### src/rtl/pip_ifq_rv32_pkg.sv
// Shared definitions for the RV32 instruction fetch queue: widths, the NOP word and the entry layout.
package pip_ifq_rv32_pkg;

    localparam int          XLEN     = 32;
    localparam logic [31:0] RV32_NOP = 32'h00000013;

    localparam int ENTRY_W         = 65;
    localparam int ENTRY_MIS_BIT   = 0;
    localparam int ENTRY_INSTR_LSB = 1;
    localparam int ENTRY_PC_LSB    = 33;

    typedef struct packed {
        logic [XLEN-1:0] pc;
        logic [XLEN-1:0] instr;
        logic            misalign;
    } ifq_entry_t;

    // Builds a queue entry; any nonzero low PC bit marks the fetch as misaligned.
    function automatic ifq_entry_t make_entry(input logic [XLEN-1:0] pc, input logic [XLEN-1:0] instr);
        ifq_entry_t e;
        e.pc       = pc;
        e.instr    = instr;
        e.misalign = |pc[1:0];
        return e;
    endfunction

endpackage

### src/rtl/pip_ifq_rv32_if.sv
// Fetch-side and decode-side signals of the instruction fetch queue, bundled as one interface.
interface pip_ifq_rv32_if;
    import pip_ifq_rv32_pkg::*;

    logic [XLEN-1:0] iPCADDR;
    logic [XLEN-1:0] iINSTR;
    logic            iIVALID;
    logic            iBRANCH;
    logic            iStallD;
    logic [XLEN-1:0] oINSTR;
    logic [XLEN-1:0] oPC;
    logic            oMISALIGN;
    logic            oVALID;
    logic            oFULL;

    modport master (
        output iPCADDR, iINSTR, iIVALID, iBRANCH, iStallD,
        input  oINSTR, oPC, oMISALIGN, oVALID, oFULL
    );

    modport slave (
        input  iPCADDR, iINSTR, iIVALID, iBRANCH, iStallD,
        output oINSTR, oPC, oMISALIGN, oVALID, oFULL
    );

endinterface

### src/rtl/pip_ifq_rv32_mem.sv
// ifq_mem_rv32: DEPTH x 65-bit entry array, one synchronous write port and one asynchronous read port.
// Deliberately unreset: whether a slot holds a live entry is decided by the queue count.
import pip_ifq_rv32_pkg::*;

module ifq_mem_rv32 #(
    parameter int DEPTH = 2,
    parameter int AW    = 1
) (
    input  logic               clk_i,
    input  logic               we_i,
    input  logic [AW-1:0]      waddr_i,
    input  logic [ENTRY_W-1:0] wdata_i,
    input  logic [AW-1:0]      raddr_i,
    output logic [ENTRY_W-1:0] rdata_o
);

    logic [ENTRY_W-1:0] mem_q [DEPTH];

    // Entry write on push.
    always_ff @(posedge clk_i) begin
        if (we_i) begin
            mem_q[waddr_i] <= wdata_i;
        end
    end

    assign rdata_o = mem_q[raddr_i];

endmodule

### src/rtl/pip_ifq_rv32.sv
// pip_ifq_rv32: fetch queue between ICache return and decode, flushed in one cycle on a taken branch.
// Optional IFQ_BYPASS_EN: an empty queue forwards the incoming fetch to decode in the same cycle.
import pip_ifq_rv32_pkg::*;

module pip_ifq_rv32 #(
    parameter int DEPTH = 2
) (
    input logic           iCLK,
    input logic           iRST,
    pip_ifq_rv32_if.slave bus
);

    localparam int          PW       = $clog2(DEPTH);
    localparam logic [PW:0] FULL_CNT = (PW+1)'(DEPTH);

    logic [PW-1:0] rd_ptr_q, rd_ptr_d;
    logic [PW-1:0] wr_ptr_q, wr_ptr_d;
    logic [PW:0]   count_q, count_d;
    logic          full_s, empty_s, push_s, pop_s, byp_s;
    ifq_entry_t    wr_entry_s, head_s;

    assign wr_entry_s = make_entry(bus.iPCADDR, bus.iINSTR);

    ifq_mem_rv32 #(.DEPTH(DEPTH), .AW(PW)) u_mem (
        .clk_i   (iCLK),
        .we_i    (push_s),
        .waddr_i (wr_ptr_q),
        .wdata_i (wr_entry_s),
        .raddr_i (rd_ptr_q),
        .rdata_o (head_s)
    );

    // Push/pop decisions and next pointer/count; a branch overrides everything.
    always_comb begin
        full_s  = (count_q == FULL_CNT);
        empty_s = (count_q == {(PW+1){1'b0}});
`ifdef IFQ_BYPASS_EN
        byp_s   = empty_s & bus.iIVALID & ~bus.iBRANCH & ~iRST;
`else
        byp_s   = 1'b0;
`endif
        pop_s   = ~empty_s & ~bus.iStallD & ~bus.iBRANCH;
        push_s  = bus.iIVALID & ~full_s & ~bus.iBRANCH & ~(byp_s & ~bus.iStallD);
        rd_ptr_d = rd_ptr_q;
        wr_ptr_d = wr_ptr_q;
        count_d  = count_q;
        if (bus.iBRANCH) begin
            rd_ptr_d = {PW{1'b0}};
            wr_ptr_d = {PW{1'b0}};
            count_d  = {(PW+1){1'b0}};
        end else begin
            if (push_s) begin
                wr_ptr_d = wr_ptr_q + PW'(1);
            end else begin
                wr_ptr_d = wr_ptr_q;
            end
            if (pop_s) begin
                rd_ptr_d = rd_ptr_q + PW'(1);
            end else begin
                rd_ptr_d = rd_ptr_q;
            end
            case ({push_s, pop_s})
                2'b10:   count_d = count_q + (PW+1)'(1);
                2'b01:   count_d = count_q - (PW+1)'(1);
                default: count_d = count_q;
            endcase
        end
    end

    // Queue state registers.
    always_ff @(posedge iCLK) begin
        if (iRST) begin
            rd_ptr_q <= {PW{1'b0}};
            wr_ptr_q <= {PW{1'b0}};
            count_q  <= {(PW+1){1'b0}};
        end else begin
            rd_ptr_q <= rd_ptr_d;
            wr_ptr_q <= wr_ptr_d;
            count_q  <= count_d;
        end
    end

    // Decode-facing outputs: bypassed fetch, else head entry, else NOP.
    always_comb begin
        bus.oINSTR    = RV32_NOP;
        bus.oPC       = {XLEN{1'b0}};
        bus.oMISALIGN = 1'b0;
        bus.oVALID    = 1'b0;
        bus.oFULL     = full_s;
        if (byp_s) begin
            bus.oINSTR    = wr_entry_s.instr;
            bus.oPC       = wr_entry_s.pc;
            bus.oMISALIGN = wr_entry_s.misalign;
            bus.oVALID    = 1'b1;
        end else if (!empty_s) begin
            bus.oINSTR    = head_s.instr;
            bus.oPC       = head_s.pc;
            bus.oMISALIGN = head_s.misalign;
            bus.oVALID    = 1'b1;
        end else begin
            bus.oVALID    = 1'b0;
        end
    end

endmodule
### src/flat_wrapper.sv
// flat-port wrapper written by rule: the top's interface ports become plain ports
module pip_ifq_rv32_flat 
#(
    parameter int DEPTH = 2
)
  (iCLK, iRST, bus_iPCADDR, bus_iINSTR, bus_iIVALID, bus_iBRANCH, bus_iStallD, bus_oINSTR, bus_oPC, bus_oMISALIGN, bus_oVALID, bus_oFULL);
  pip_ifq_rv32_if bus_i ();
  input logic iCLK;
  input logic iRST;
  input wire logic [$bits(bus_i.iPCADDR)-1:0] bus_iPCADDR;
  input wire logic [$bits(bus_i.iINSTR)-1:0] bus_iINSTR;
  input wire logic [$bits(bus_i.iIVALID)-1:0] bus_iIVALID;
  input wire logic [$bits(bus_i.iBRANCH)-1:0] bus_iBRANCH;
  input wire logic [$bits(bus_i.iStallD)-1:0] bus_iStallD;
  output wire logic [$bits(bus_i.oINSTR)-1:0] bus_oINSTR;
  output wire logic [$bits(bus_i.oPC)-1:0] bus_oPC;
  output wire logic [$bits(bus_i.oMISALIGN)-1:0] bus_oMISALIGN;
  output wire logic [$bits(bus_i.oVALID)-1:0] bus_oVALID;
  output wire logic [$bits(bus_i.oFULL)-1:0] bus_oFULL;
  assign bus_i.iPCADDR = bus_iPCADDR;
  assign bus_i.iINSTR = bus_iINSTR;
  assign bus_i.iIVALID = bus_iIVALID;
  assign bus_i.iBRANCH = bus_iBRANCH;
  assign bus_i.iStallD = bus_iStallD;
  assign bus_oINSTR = bus_i.oINSTR;
  assign bus_oPC = bus_i.oPC;
  assign bus_oMISALIGN = bus_i.oMISALIGN;
  assign bus_oVALID = bus_i.oVALID;
  assign bus_oFULL = bus_i.oFULL;
  pip_ifq_rv32 #(.DEPTH(DEPTH)) u_core (.iCLK(iCLK), .iRST(iRST), .bus(bus_i));
endmodule
### config.mk
export PLATFORM = sky130hd
export DESIGN_NAME = pip_ifq_rv32_flat
export DESIGN_NICKNAME = d
export VERILOG_FILES = /design/src/rtl/pip_ifq_rv32_pkg.sv /design/src/rtl/pip_ifq_rv32_if.sv /design/src/rtl/pip_ifq_rv32_mem.sv /design/src/rtl/pip_ifq_rv32.sv /design/src/flat_wrapper.sv
export SDC_FILE = /design/constraint.sdc
export NUM_CORES = 1
export LEC_CHECK = 0
export CAP_MARGIN = 0
export CORE_ASPECT_RATIO = 0.75
export CORE_MARGIN = 2
export CORE_UTILIZATION = 44
export DETAILED_ROUTE_END_ITERATION = 8
export PLACE_DENSITY_LB_ADDON = 0.15
export SYNTH_ARGS = -nofsm -noshare
export SYNTH_HDL_FRONTEND = slang
export SYNTH_SLANG_ARGS = --single-unit
### constraint.sdc
create_clock -name iCLK -period 5.05 [get_ports iCLK]
set_clock_uncertainty 0.15 [all_clocks]
set_input_delay 1.515 -clock iCLK [delete_from_list [all_inputs] [get_ports iCLK]]
set_output_delay 1.515 -clock iCLK [all_outputs]
set_load 0.005 [all_outputs]
==> flow_summary.yaml, run 1 <==
timing:
  tns_ns: 0
  fin_worst_hold_slack_ns: 0.369
  relSlewSlack: 0.613
  setup_viol_count_final: 0
  rsz0062_at_grt: "false"
  fmax_ghz: 0.255
  hold_violations: 0
  drv_slew: 0
  fin_crit_ns: 3.93
  timing.final.crit_share: 0.778
  tightest_slew_ns: 0.580
grt:
  use_met3: 0.0512
  grt_max_degree: 40
  met2_usage: 0.243
  grt_pass1_vias: 3007
  antenna_found_initial: 0
  grt.busiest_layer: "met2"
  grt_overflow: 0
  grt_pass1_wl_mm: 15.2
  grtUsageTotal: 0.162
  grt_use_met1: 0.218
run:
  cap_violations: 0
synthesis:
  synthSimpleGateAreaFrac: 0.0600
  synth_xor_area_frac: 0.00342
  syn-num-nets: 374
  synth-compound-area-share: 0.00732
  ys_warn_count: 0
  synth_area_um2: 5130
  synth_adder_area_share: 0.00244
  ys_ff_latch: 135
  muxShareOfSynthArea: 0.127
  synth_cells: 304
  yosysSeqAreaShare: 0.781
  synth.distinct_cells: 20
  syn_avg_cell_area_um2: 16.9
  synth_top_family_by_area: "multiplexers"
worst_setup_path:
  reg2reg_to: "u_core.count_q[1]$_SDFFE_PP0P_"
  path_cells: "nor2_4 -> buf_4 -> nor2_1 -> clkdlybuf4s50_1"
  worstRegToRegCells: 5
  required_ns: 3.39
  slowest_delay_ns: 0.49
  end_kind: "output port"
  timing.rr.start: "u_core.count_q[1]$_SDFFE_PP0P_"
  crit_path_start: "u_core.count_q[1]$_SDFFE_PP0P_"
  cpLargestDelayFamily: "buffers and inverters"
  slowest_stage: "nor2_4"
  cp_num_buf_inv: 2
  cp-start-kind: "flop"
  cp.depth: 4
  cp_max_fo: 27
  arrival_ns: 2.26
  endpoint: "bus_oPC[23]"
  critPathKind: "flop to output port"
  reg2reg_slack_ns: 3.01
cells_and_area:
  fillCellCount: 877
  ff_latch_area_um2: 4010
  drive_gt1_frac: 0.0884
  final_area_um2: 7230
  area_delta_synth_final_pct: 41.0
  diodes: 0
  multi_input_area_um2: 1050
  nets: 521
pwr:
  leakagePower_nw: 2.31
  power_density_nw_per_um2: 359
  totalPowerFinal_w: 0.00259
  ir_drop_mv: 0.208
routing:
  viasPerCell: 4.80
  drc_errors: 0
  drtIter0Drc: 198
  detail-route-antenna-nets: 0
  vias: 2919
  wl_mm: 9.70
  dr.pass1.iters: 4
  post_drt_wl_per_cell_um: 15.9
floorplanning:
  ios: 136
  num_rows: 34
  start_util: 0.446
  core_area_um2: 11500
  fp.dieH_um: 97.5
  die_w_um: 129
  fp.dieArea_um2: 12500
clock_network:
  clock_path_buffers: 2
  cts-root-buf: "clkbuf_16"
  postCtsSetupRepairBufs: 0
  cts_tree: "built"
  ctsHtreeMaxLevel: 4
  cts_hold_buf: 0
  postCtsResizedCells: 0
  cts_made_buffers: 17
  cts.clk_slew.worst_paths_ns: 0.06
  cts.sinks: 135
  worstSkewPairLatency_ns: 0.41
place:
  gp_congestion: 0.707
  placed_area_um2: 6660
  numPortBuffers: 135
  dpl.hpwl_mm: 6.16
min_path:
  hold_path_depth: 2
  hold_path.startpoint: "u_core.rd_ptr_q$_SDFFE_PP0P_"
  min_path_type: "flop to flop"
status:
  run_status: "completed"
-- worst min path at each step --
stage,slack (ns),end
finish,0.37,flop
global route,0.43,u_core.rd_ptr_q$_SDFFE_PP0P_
detailed placement,0.35,flop
global placement,0.34,u_core.rd_ptr_q$_SDFFE_PP0P_
CTS,0.37,flop
floorplan,0.32,u_core.count_q[1]$_SDFFE_PP0P_
-- state kept, by name, indices dropped and copies added, names as in the netlist, named ones only --
signal,cells
u_core.wr_ptr_q,1
u_core.u_mem.mem_q,130
u_core.count_q,2
u_core.rd_ptr_q,1
-- routing by layer --
layer / vias up / share of wire
met5: - / 0
met4: 0 / 0.014
met3: 11 / 0.068
met2: 105 / 0.45
met1: 1383 / 0.46
li1: 1420 / -
-- power breakdown --
part           switching, W  internal [W]  leakage, nW
Combinational     0.0000658     0.0000917        0.815
Clock              0.000443      0.000719        0.265
Sequential       0.00000888       0.00126         1.23
-- synth_stat cells --
library cell  instances  area [µm²]
xnor2_1               1        8.76
nor2_1               66         248
nand2_1               3        11.3
edfxtp_1            130        3900
nand3b_1              1        7.51
nand2b_1              1        6.26
dfxtp_1               5         100
buf_2                 8        40.0
a21o_1                1        7.51
a21oi_1               4        20.0
nor3_1                1        5.00
ha_1                  1        12.5
mux2i_1              65         651
buf_4                 6        45.0
o21ai_0               2        10.0
xor2_1                1        8.76
or3_1                 2        12.5
inv_1                 3        11.3
nand3_1               1        5.00
or2_2                 2        12.5
-- worst register-to-register path: cells and delay by family (launching register included) --
kind | cells | cell delay (ns)
AND/OR/NAND/NOR | 3 | 0.97
adder cells (fa/ha/maj) | 1 | 0.36
flip-flops | 1 | 0.35
AO/OA/AOI/OAI | 1 | 0.15
-- per-stage QoR --
step                instances   util  setup WS [ns]
floorplan                 304      -        -0.0208
global placement          576  0.580           1.56
detailed placement        576  0.580           1.56
CTS                       608  0.629           1.09
global route              608  0.629          0.954
finish                    608  0.629           1.12
-- cell type report --
class / instances / share of cell area
multi-input cells: 152 / 0.145
clock buffers: 18 / 0.0594
clock inverters: 14 / 0.0185
well taps: 144 / 0.0249
flip-flops and latches: 135 / 0.555
inverters: 3 / 0.00156
repair buffers: 142 / 0.196
-- layout by cell type (no fill, tap or decap) --
master,netlist,routed
clkdlybuf4s50_1,0,135
edfxtp_1,130,130
mux2i_1,65,65
nor2_1,66,63
clkbuf_16,0,17
buf_4,6,6
a21oi_1,4,4
clkinvlp_4,0,4
dfxtp_1,5,4
nor2_4,0,3
inv_1,3,3
nand2_1,3,3
clkinv_2,0,3
clkinv_1,0,3
or2_2,2,2
o21ai_0,2,2
or3_1,2,2
bufinv_16,0,2
nor3_1,1,1
nand2b_1,1,1
nand3b_1,1,1
xor2_1,1,1
xnor2_1,1,1
a21o_1,1,1
nand3_1,1,1
ha_1,1,1
dfxtp_4,0,1
clkbuf_1,0,1
inv_6,0,1
clkinv_4,0,1
buf_12,0,1
-- cells by family after synthesis --
logic type	Yosys count
flops	135
fa+ha+maj	1
simple gates	77
buf+inv	17
compound gates	7
mux	65
xor+xnor	2
Power figures use the tool's default switching activity.
==> run 2: changes to the inputs <==
--- a/config.mk
+++ b/config.mk
@@ -8,7 +8,7 @@
 export CAP_MARGIN = 0
 export CORE_ASPECT_RATIO = 0.75
 export CORE_MARGIN = 2
-export CORE_UTILIZATION = 44
+export CORE_UTILIZATION = 48
 export DETAILED_ROUTE_END_ITERATION = 8
 export PLACE_DENSITY_LB_ADDON = 0.15
 export SYNTH_ARGS = -nofsm -noshare
==> constraint.sdc (replaced) <==
create_clock -name iCLK -period 4 [get_ports iCLK]
set_clock_uncertainty 0.15 [all_clocks]
set_input_delay 1.2 -clock iCLK [delete_from_list [all_inputs] [get_ports iCLK]]
set_output_delay 1.2 -clock iCLK [all_outputs]
set_load 0.005 [all_outputs]
==> run 2 against run 1 <==
  * First-iteration DRC count rose by 39%
  * Combinational power rose by 28%
  * Via count is 0.92% higher
  * Global-route usage rose by 1.6 points
  * Critical endpoint is now bus_oINSTR[9]
  * Highest routed layer unchanged
==> flow_summary.yaml, run 2 (synthesis gave the netlist of run 1 again) <==
run:
  cap_violations: 0
min_path:
  min_path_type: "flop to flop"
  min_to: "u_core.rd_ptr_q$_SDFFE_PP0P_"
  hold_path_depth: 2
  hold_path.startpoint: "u_core.rd_ptr_q$_SDFFE_PP0P_"
cells_and_area:
  layout_common_cells: "clkdlybuf4s50_1, edfxtp_1, mux2i_1"
  diodes: 0
  largest_registers: "u_core.u_mem.mem_q (130), u_core.count_q (2)"
  final_util: 0.702
  layoutNonFillerInstCount: 600
  nets: 521
  mostFrequentLayoutCell: "clkdlybuf4s50_1"
  largest_reg_flops: 130
  largest_register: "u_core.u_mem.mem_q"
  fillCellCount: 685
  drive_gt1_frac: 0.0905
  area_delta_synth_final_pct: 41.5
worst_setup_path:
  timing.rr.start: "u_core.count_q[0]$_SDFFE_PP0P_"
  cp-start-kind: "flop"
  arrival_ns: 2.20
  critPathKind: "flop to output port"
  path_cells: "buf_4 -> mux2i_1 -> nor2_1 -> clkdlybuf4s50_1"
  reg2reg_slack_ns: 2.03
  end_kind: "output port"
  worstRegToRegCells: 5
  slowest_delay_ns: 0.64
  cp.depth: 4
  required_ns: 2.65
  cp_max_fo: 26
  cpLargestDelayFamily: "buffers and inverters"
  reg2reg_to: "u_core.count_q[1]$_SDFFE_PP0P_"
  cp_num_buf_inv: 2
  slowest_stage: "dfxtp_4"
timing:
  tightest_slew_ns: 0.455
  rsz0062_at_grt: "false"
  tns_ns: 0
  fin_crit_ns: 3.55
  relSlewSlack: 0.697
  timing.final.crit_share: 0.887
  fin_worst_hold_slack_ns: 0.362
  fmax_ghz: 0.282
  hold_violations: 0
  drv_slew: 0
  setup_viol_count_final: 0
clock_network:
  clock_path_buffers: 2
  worstSkewPairLatency_ns: 0.41
  cts-root-buf: "clkbuf_16"
  cts_tree: "built"
  cts_made_buffers: 17
  cts_hold_buf: 0
  ctsHtreeMaxLevel: 4
  postCtsResizedCells: 0
  cts.clk_slew.worst_paths_ns: 0.05
  cts.sinks: 135
  postCtsSetupRepairBufs: 0
routing:
  post_drt_wl_per_cell_um: 16.1
  detail-route-antenna-nets: 0
  wl_mm: 9.69
  drtIter0Drc: 276
  vias: 2946
  dr.pass1.iters: 5
  drc_errors: 0
  viasPerCell: 4.91
floorplanning:
  start_util: 0.496
  num_rows: 32
  die_w_um: 123
  core_area_um2: 10300
  fp.dieArea_um2: 11500
  ios: 136
  fp.dieH_um: 93.5
place:
  numPortBuffers: 135
  dp.cells: 568
  dpl.hpwl_mm: 6.18
  gp_congestion: 0.722
pwr:
  ir_drop_mv: 0.274
  leakagePower_nw: 2.33
  p_int_w: 0.00262
  share_seq_of_total_power: 0.493
  clock_power_share: 0.445
  comb_power_share: 0.062
  switching_power_w: 0.000641
  power_density_nw_per_um2: 449
  swShare: 0.197
grt:
  antenna_found_initial: 0
  grt_overflow: 0
  grt_max_degree: 66
  grt_pass1_wl_mm: 14.8
  grtUsageTotal: 0.179
  grt_pass1_vias: 2967
status:
  run_status: "completed"
[run 2: cell types whose count changed in the layout (fill, tap and decap cells not counted)]
cell,change
buf_12,+3
buf_4,-3
clkinv_2,+2
clkbuf_1,-1
clkinvlp_4,-1
[run 2: tightest hold or removal path: stages, from the launching register on]
cell	delay (ns)
dfxtp_1	0.30
o21ai_0	0.09
a21oi_1	0.07
[run 2: cell type report]
type / instances / area (µm²) / area share
clock buffers: 17 / 425 / 0.0587
flip-flops and latches: 135 / 4010 / 0.553
inverters: 3 / 11.3 / 0.00155
clock inverters: 15 / 136 / 0.0188
well taps: 136 / 170 / 0.0235
repair buffers: 142 / 1450 / 0.200
multi-input cells: 152 / 1050 / 0.145
[run 2: metrics by stage]
stage               power (W)  setup WS [ns]  instance area (µm²)
floorplan             0.00170         -0.756                 5130
global placement      0.00184          0.888                 6690
detailed placement    0.00184          0.842                 6690
CTS                   0.00329          0.391                 7250
global route          0.00338          0.289                 7250
finish                0.00326          0.451                 7250
[run 2: how the worst max path moves through the flow]
stage,to,slack [ns]
detailed placement,bus_oINSTR[9],0.84
CTS,bus_oINSTR[9],0.39
floorplan,u_core.u_mem.mem_q[0][0]$_DFFE_PP_,-0.76
finish,bus_oINSTR[9],0.45
global route,bus_oINSTR[15],0.29
global placement,bus_oINSTR[29],0.89
[run 2: per-layer routing]
layer  track usage  wire (µm)
met1         0.224       4300
met2         0.280       4640
met3        0.0677        670
met4        0.0739         82
met5             0          0
[run 2: power by group through the flow]
stage / clock network (W) / registers (W) / logic [W]
floorplan: 0 / 0.00164 / 0.0000648
global placement: 0 / 0.00163 / 0.000201
detailed placement: 0 / 0.00164 / 0.000204
CTS: 0.00148 / 0.00161 / 0.000205
global route: 0.00155 / 0.00161 / 0.000218
finish: 0.00145 / 0.00161 / 0.000202
